**src/rtl/cpu_inst_queue_if.sv**
```systemverilog
// Handshake bundle between fetch, the instruction queue and decode.
interface cpu_inst_queue_if #(
   parameter int unsigned DEPTH = 4
);
   localparam int unsigned CNT_W = $clog2(DEPTH) + 1;

   logic             in_valid;
   logic             in_ready;
   logic [31:0]      in_pc;
   logic [31:0]      in_inst;
   logic             in_fault;
   logic             out_valid;
   logic             out_ready;
   logic [31:0]      out_pc;
   logic [31:0]      out_inst;
   logic             out_fault;
   logic [CNT_W-1:0] count;

   // Fetch/decode environment side
   modport master (
      output in_valid, in_pc, in_inst, in_fault, out_ready,
      input  in_ready, out_valid, out_pc, out_inst, out_fault, count
   );

   // Queue side
   modport slave (
      input  in_valid, in_pc, in_inst, in_fault, out_ready,
      output in_ready, out_valid, out_pc, out_inst, out_fault, count
   );
endinterface

```
**src/rtl/cpu_inst_queue.sv**
```systemverilog
// Instruction queue: small FIFO of {pc, inst, fault} words between fetch and decode.
// All outputs come straight from flops; the head word is precomputed from next state.
module cpu_inst_queue #(
   parameter int unsigned DEPTH = 4
) (
   input  logic              clk,
   input  logic              rst,
   input  logic              flush,
   cpu_inst_queue_if.slave   q
);
   localparam int unsigned PTR_W = $clog2(DEPTH);
   localparam int unsigned CNT_W = PTR_W + 1;

   typedef struct packed {
      logic [31:0] pc;
      logic [31:0] inst;
      logic        fault;
   } word_t;

   word_t            mem_q [DEPTH];
   word_t            mem_d [DEPTH];
   logic [PTR_W-1:0] rp_q, rp_d;
   logic [PTR_W-1:0] wp_q, wp_d;
   logic [CNT_W-1:0] count_q, count_d;
   logic             in_ready_q, in_ready_d;
   logic             out_valid_q, out_valid_d;
   word_t            head_q, head_d;
   logic             push;
   logic             pop;

   // Next-state: pointers, occupancy, storage write and the next head word
   always_comb begin
      push        = q.in_valid & in_ready_q & ~flush;
      pop         = out_valid_q & q.out_ready & ~flush;
      mem_d       = mem_q;
      rp_d        = rp_q;
      wp_d        = wp_q;
      count_d     = count_q;
      in_ready_d  = in_ready_q;
      out_valid_d = out_valid_q;
      head_d      = head_q;

      if (push) begin
         mem_d[wp_q] = '{pc: q.in_pc, inst: q.in_inst, fault: q.in_fault};
         wp_d        = wp_q + PTR_W'(1);
      end
      if (pop) begin
         rp_d = rp_q + PTR_W'(1);
      end
      count_d = count_q + CNT_W'(push) - CNT_W'(pop);

      if (flush) begin
         rp_d    = '0;
         wp_d    = '0;
         count_d = '0;
      end

      in_ready_d  = (count_d != CNT_W'(DEPTH));
      out_valid_d = (count_d != '0);
      // Reading mem_d covers a word written this cycle into the new head slot
      head_d      = out_valid_d ? mem_d[rp_d] : '0;
   end

   // Control and output registers; reset empties the queue
   always_ff @(posedge clk) begin
      if (rst) begin
         rp_q        <= '0;
         wp_q        <= '0;
         count_q     <= '0;
         in_ready_q  <= 1'b1;
         out_valid_q <= 1'b0;
         head_q      <= '0;
      end else begin
         rp_q        <= rp_d;
         wp_q        <= wp_d;
         count_q     <= count_d;
         in_ready_q  <= in_ready_d;
         out_valid_q <= out_valid_d;
         head_q      <= head_d;
      end
   end

   // Storage array; contents are don't-care while not counted
   always_ff @(posedge clk) begin
      mem_q <= mem_d;
   end

   assign q.in_ready  = in_ready_q;
   assign q.out_valid = out_valid_q;
   assign q.out_pc    = head_q.pc;
   assign q.out_inst  = head_q.inst;
   assign q.out_fault = head_q.fault;
   assign q.count     = count_q;
endmodule

```
**src/flat_wrapper.sv**
```systemverilog
// flat-port wrapper written by rule: the top's interface ports become plain ports
module cpu_inst_queue_flat 
#(
   parameter int unsigned DEPTH = 4
)
  (clk, rst, flush, q_in_valid, q_in_pc, q_in_inst, q_in_fault, q_out_ready, q_in_ready, q_out_valid, q_out_pc, q_out_inst, q_out_fault, q_count);
  cpu_inst_queue_if #(.DEPTH(DEPTH)) q_i ();
  input  logic clk;
  input  logic rst;
  input  logic flush;
  input wire logic [$bits(q_i.in_valid)-1:0] q_in_valid;
  input wire logic [$bits(q_i.in_pc)-1:0] q_in_pc;
  input wire logic [$bits(q_i.in_inst)-1:0] q_in_inst;
  input wire logic [$bits(q_i.in_fault)-1:0] q_in_fault;
  input wire logic [$bits(q_i.out_ready)-1:0] q_out_ready;
  output wire logic [$bits(q_i.in_ready)-1:0] q_in_ready;
  output wire logic [$bits(q_i.out_valid)-1:0] q_out_valid;
  output wire logic [$bits(q_i.out_pc)-1:0] q_out_pc;
  output wire logic [$bits(q_i.out_inst)-1:0] q_out_inst;
  output wire logic [$bits(q_i.out_fault)-1:0] q_out_fault;
  output wire logic [$bits(q_i.count)-1:0] q_count;
  assign q_i.in_valid = q_in_valid;
  assign q_i.in_pc = q_in_pc;
  assign q_i.in_inst = q_in_inst;
  assign q_i.in_fault = q_in_fault;
  assign q_i.out_ready = q_out_ready;
  assign q_in_ready = q_i.in_ready;
  assign q_out_valid = q_i.out_valid;
  assign q_out_pc = q_i.out_pc;
  assign q_out_inst = q_i.out_inst;
  assign q_out_fault = q_i.out_fault;
  assign q_count = q_i.count;
  cpu_inst_queue #(.DEPTH(DEPTH)) u_core (.clk(clk), .rst(rst), .flush(flush), .q(q_i));
endmodule
```
**config.mk**
```make
export PLATFORM = sky130hd
export DESIGN_NAME = cpu_inst_queue_flat
export DESIGN_NICKNAME = d
export VERILOG_FILES = /design/src/rtl/cpu_inst_queue_if.sv /design/src/rtl/cpu_inst_queue.sv /design/src/flat_wrapper.sv
export SDC_FILE = /design/constraint.sdc
export NUM_CORES = 1
export LEC_CHECK = 0
export CAP_MARGIN = 25
export CORE_MARGIN = 2
export CORE_UTILIZATION = 45
export DETAILED_ROUTE_END_ITERATION = 10
export GPL_ROUTABILITY_DRIVEN = 0
export PLACE_DENSITY = 0.64
export SETUP_SLACK_MARGIN = 0.1
export SLEW_MARGIN = 10
export SYNTH_ARGS = -nofsm -noshare
export SYNTH_HDL_FRONTEND = slang
export SYNTH_SLANG_ARGS = --single-unit
export TNS_END_PERCENT = 50
```
**constraint.sdc**
```tcl
create_clock -name clk -period 5.7 [get_ports clk]
set_input_delay 0.855 -clock clk [delete_from_list [all_inputs] [get_ports clk]]
set_output_delay 0.855 -clock clk [all_outputs]
set_load 0.02 [all_outputs]
```
==> key figures <==
Yosys
  – Top-area cell type share of the netlist area: a little over half
  – Post-synthesis cell area: 12270 um^2
  – Sequential area share after synthesis: between 50% and 60%
  – Syn_area_per_cell: 9.852 um^2
  – Distinct cells, synth: 31
  – Yosys warns: 0
  – #FFs+latches synth: 334
  – Syn nets: 1322
  – Area leader, netlist: dfxtp_1
  – Mapped Cells: 1245
  – Dominant cells by area after synthesis: dfxtp_1 (55%), mux2_2 (12%), nand2_1 (12%)

Pwr
  – PwrDens: roughly 390 nW/um^2
  – Final Power: 5.869 mW
  – Worst VDD drop: 0.2077 mV
  – Leak: 6.209 nW

Global routing
  – Largest net degree at the start of global routing: 66
  – Aggregate global-route resource usage: 20.49%
  – First-pass GRT wire length: 47350 um
  – Total gr overflow: 0
  – Vias in the first global route: 9003
  – Initial antenna violation count: 1

Clocking
  – PostCTS Resize Cnt: 0
  – Clock Latency Late Sink: approximately 0.5 ns
  – Root Driver: clkbuf_16
  – H-tree levels: 2
  – Cts hold-fix bufs: 0
  – CTS tree: done
  – CTS Sinks: 334
  – Total CTS buffers: 36
  – Max Buffers Root-to-Sink: 3
  – Setup Fix Bufs, Post-CTS: 0
  – Clock slew at reported path FFs: 0.06 ns

Die
  – Num ports: 140
  – Core area: approximately 27000 um^2
  – Starting Density: 45.64%
  – Die W: about 170 um
  – Floorplan row count: 60
  – DIE AREA: roughly 29000 um^2
  – Vert. Die Dim: 169.1 um

STA
  – Fin crit share: 69.83%
  – Final setup viols: 0
  – Slew Viols, Final: 0
  – Fmax: 251.3 MHz
  – Slew margin rel.: a little over a third
  – Setup TNS: 0 ns
  – Final hold vios: 0
  – RSZ-0062 raised after global routing: no
  – Clk_skew: 0.008601 ns
  – WHS: 0.4391 ns
  – Least-Margin Pin Slew: 0.9542 ns
  – Min cycle time layout: 3.980 ns

Critical path
  – Crit Path Max Fanout: around 40
  – Launching point of the worst reg2reg path: u_core.q.out_valid
  – Worst R2R Setup Slack: 2.45 ns
  – Worst setup SP type: input port
  – Largest stage delay, worst path: between 0.6 and 0.7 ns
  – Slowest-stage cell, CP: clkdlybuf4s50_1
  – Crit-path cells: clkdlybuf4s50_1, and3b_1, ha_1, inv_1, fa_1, xnor2_1, xnor2_1, o31a_1, nand2_2, buf_12, o32ai_1
  – CP endpoint kind: register
  – Crit path arrival time: 4.38 ns
  – Critical Path RT: between 6 and 7 ns
  – Worst Setup SP: flush
  – Crit Path Class: in2reg
  – CP most frequent cell: xnor2_1

Placed design
  – I/O Buffers: 139
  – Final HPWL DP: about 17000 um

Routing
  – Via count: 9095
  – WL final: 29580 um
  – Number of vias per cell: 5.294
  – Met2 WL: 14110 um
  – Drt first pass iters: 5
  – Average routed wire per standard cell: 17.21 um
  – DRC Markers: 0
  – Routed length on met1: approximately 13000 um
  – Top layer in use: met4
  – Iter 0 DRT Violations: 674
  – Final ANT Viol Nets: 0
  – WL met3: 1495 um

Min path
  – Hold_sp: u_core.mem_q[39]
  – Worst min path class: reg2reg

Layout
  – Most frequent cells in the layout: nand2_1 (382), dfxtp_1 (334), clkdlybuf4s50_1 (139), mux2_2 (133), nor2_1 (70)
  – Syn-to-layout area delta: 23.26%
  – Most common cell after layout, fill and taps aside: nand2_1
  – Fin nets: approximately 1400
  – Share of layout cells above drive strength 1: between 10% and 20%

Run status
  – Status: finished, final reports clean

Job
  – Max cap viols: 0
-- critical path, delay by kind of cell --
| family | cells | cell delay [ns] |
|---|---|---|
| XOR/XNOR | 2 | 0.32 |
| buffers and inverters | 3 | 1.02 |
| AO/OA/AOI/OAI | 2 | 0.57 |
| AND/OR/NAND/NOR | 2 | 0.96 |
| adder cells (fa/ha/maj) | 2 | 0.61 |
-- sequential cells by signal (all words and copies together) (netlist names) --
name	count
u_core.q.in_ready	1
u_core.q.out_pc	32
u_core.q.out_inst	32
u_core.q.out_valid	1
u_core.q.count	3
u_core.q.out_fault	1
u_core.rp_q	2
u_core.mem_q	260
u_core.wp_q	2
-- report_power, final --
group | internal (mW) | switching (mW)
clock | 1.48 | 0.914
sequential | 2.66 | 0.0978
combinational | 0.382 | 0.331
-- synth_stat cells, drive strengths merged --
| cell | instances |
|---|---|
| nand2 | 389 |
| dfxtp | 334 |
| mux2 | 136 |
| nor2 | 70 |
| mux2i | 67 |
| o32ai | 65 |
| o22ai | 64 |
| buf | 42 |
| clkbuf | 42 |
| ha | 6 |
| inv | 6 |
| and2 | 4 |
| nor3 | 4 |
| xnor2 | 3 |
| nand3b | 2 |
| and3b | 1 |
| fa | 1 |
| nand2b | 1 |
| nand3 | 1 |
| nor2b | 1 |
| o21ai | 1 |
| o221ai | 1 |
| o31a | 1 |
| o31ai | 1 |
| or3 | 1 |
| xor2 | 1 |
-- final timing paths --
kind / end / cells past startpoint
worst max-delay path: u_core.q.out_pc[23] / 11
worst min-delay path: u_core.mem_q[39] / 2
worst max register to register: u_core.q.out_pc[23] / 13
worst min register to register: u_core.mem_q[39] / 2
-- cell type report --
type	instances	area, um^2
Sequential cell	334	6686
Clock buffer	47	1054
Multi-Input combinational cell	821	5205
Tap cell	341	426.7
Timing Repair Buffer	152	1534
Fill cell	2369	11760
Antenna cell	1	2.502
Clock inverter	16	187.7
Inverter	6	22.52
-- layer usage --
layer	GRT usage, %	vias up
met3	3.320	42
met2	34.82	257
li1	-	4475
met5	0	-
met4	5.686	0
met1	27.10	4321
-- stage by stage --
step                utilization (%)  area (um^2)  setup WS [ns]  std cells
detailed placement            51.62        13870          1.176       1654
global route                  56.25        15120          1.453       1718
global placement              51.52        13850          1.271       1653
floorplan                         -        12270          2.412       1245
finish                        56.25        15120          1.720       1718
CTS                           56.24        15120          1.680       1717
-- logic make-up after synthesis --
family / share of synthesized area (%)
muxes: 18.06
xor gates and xnor gates: 0.2857
and+or+nand+nor: 14.80
buffers and inverters: 3.417
adders and majority gates: 0.7753
AOI/OAI and AO/OA: 8.151
DFF: 54.51
Note: power is estimated with default switching activity, not from simulation.
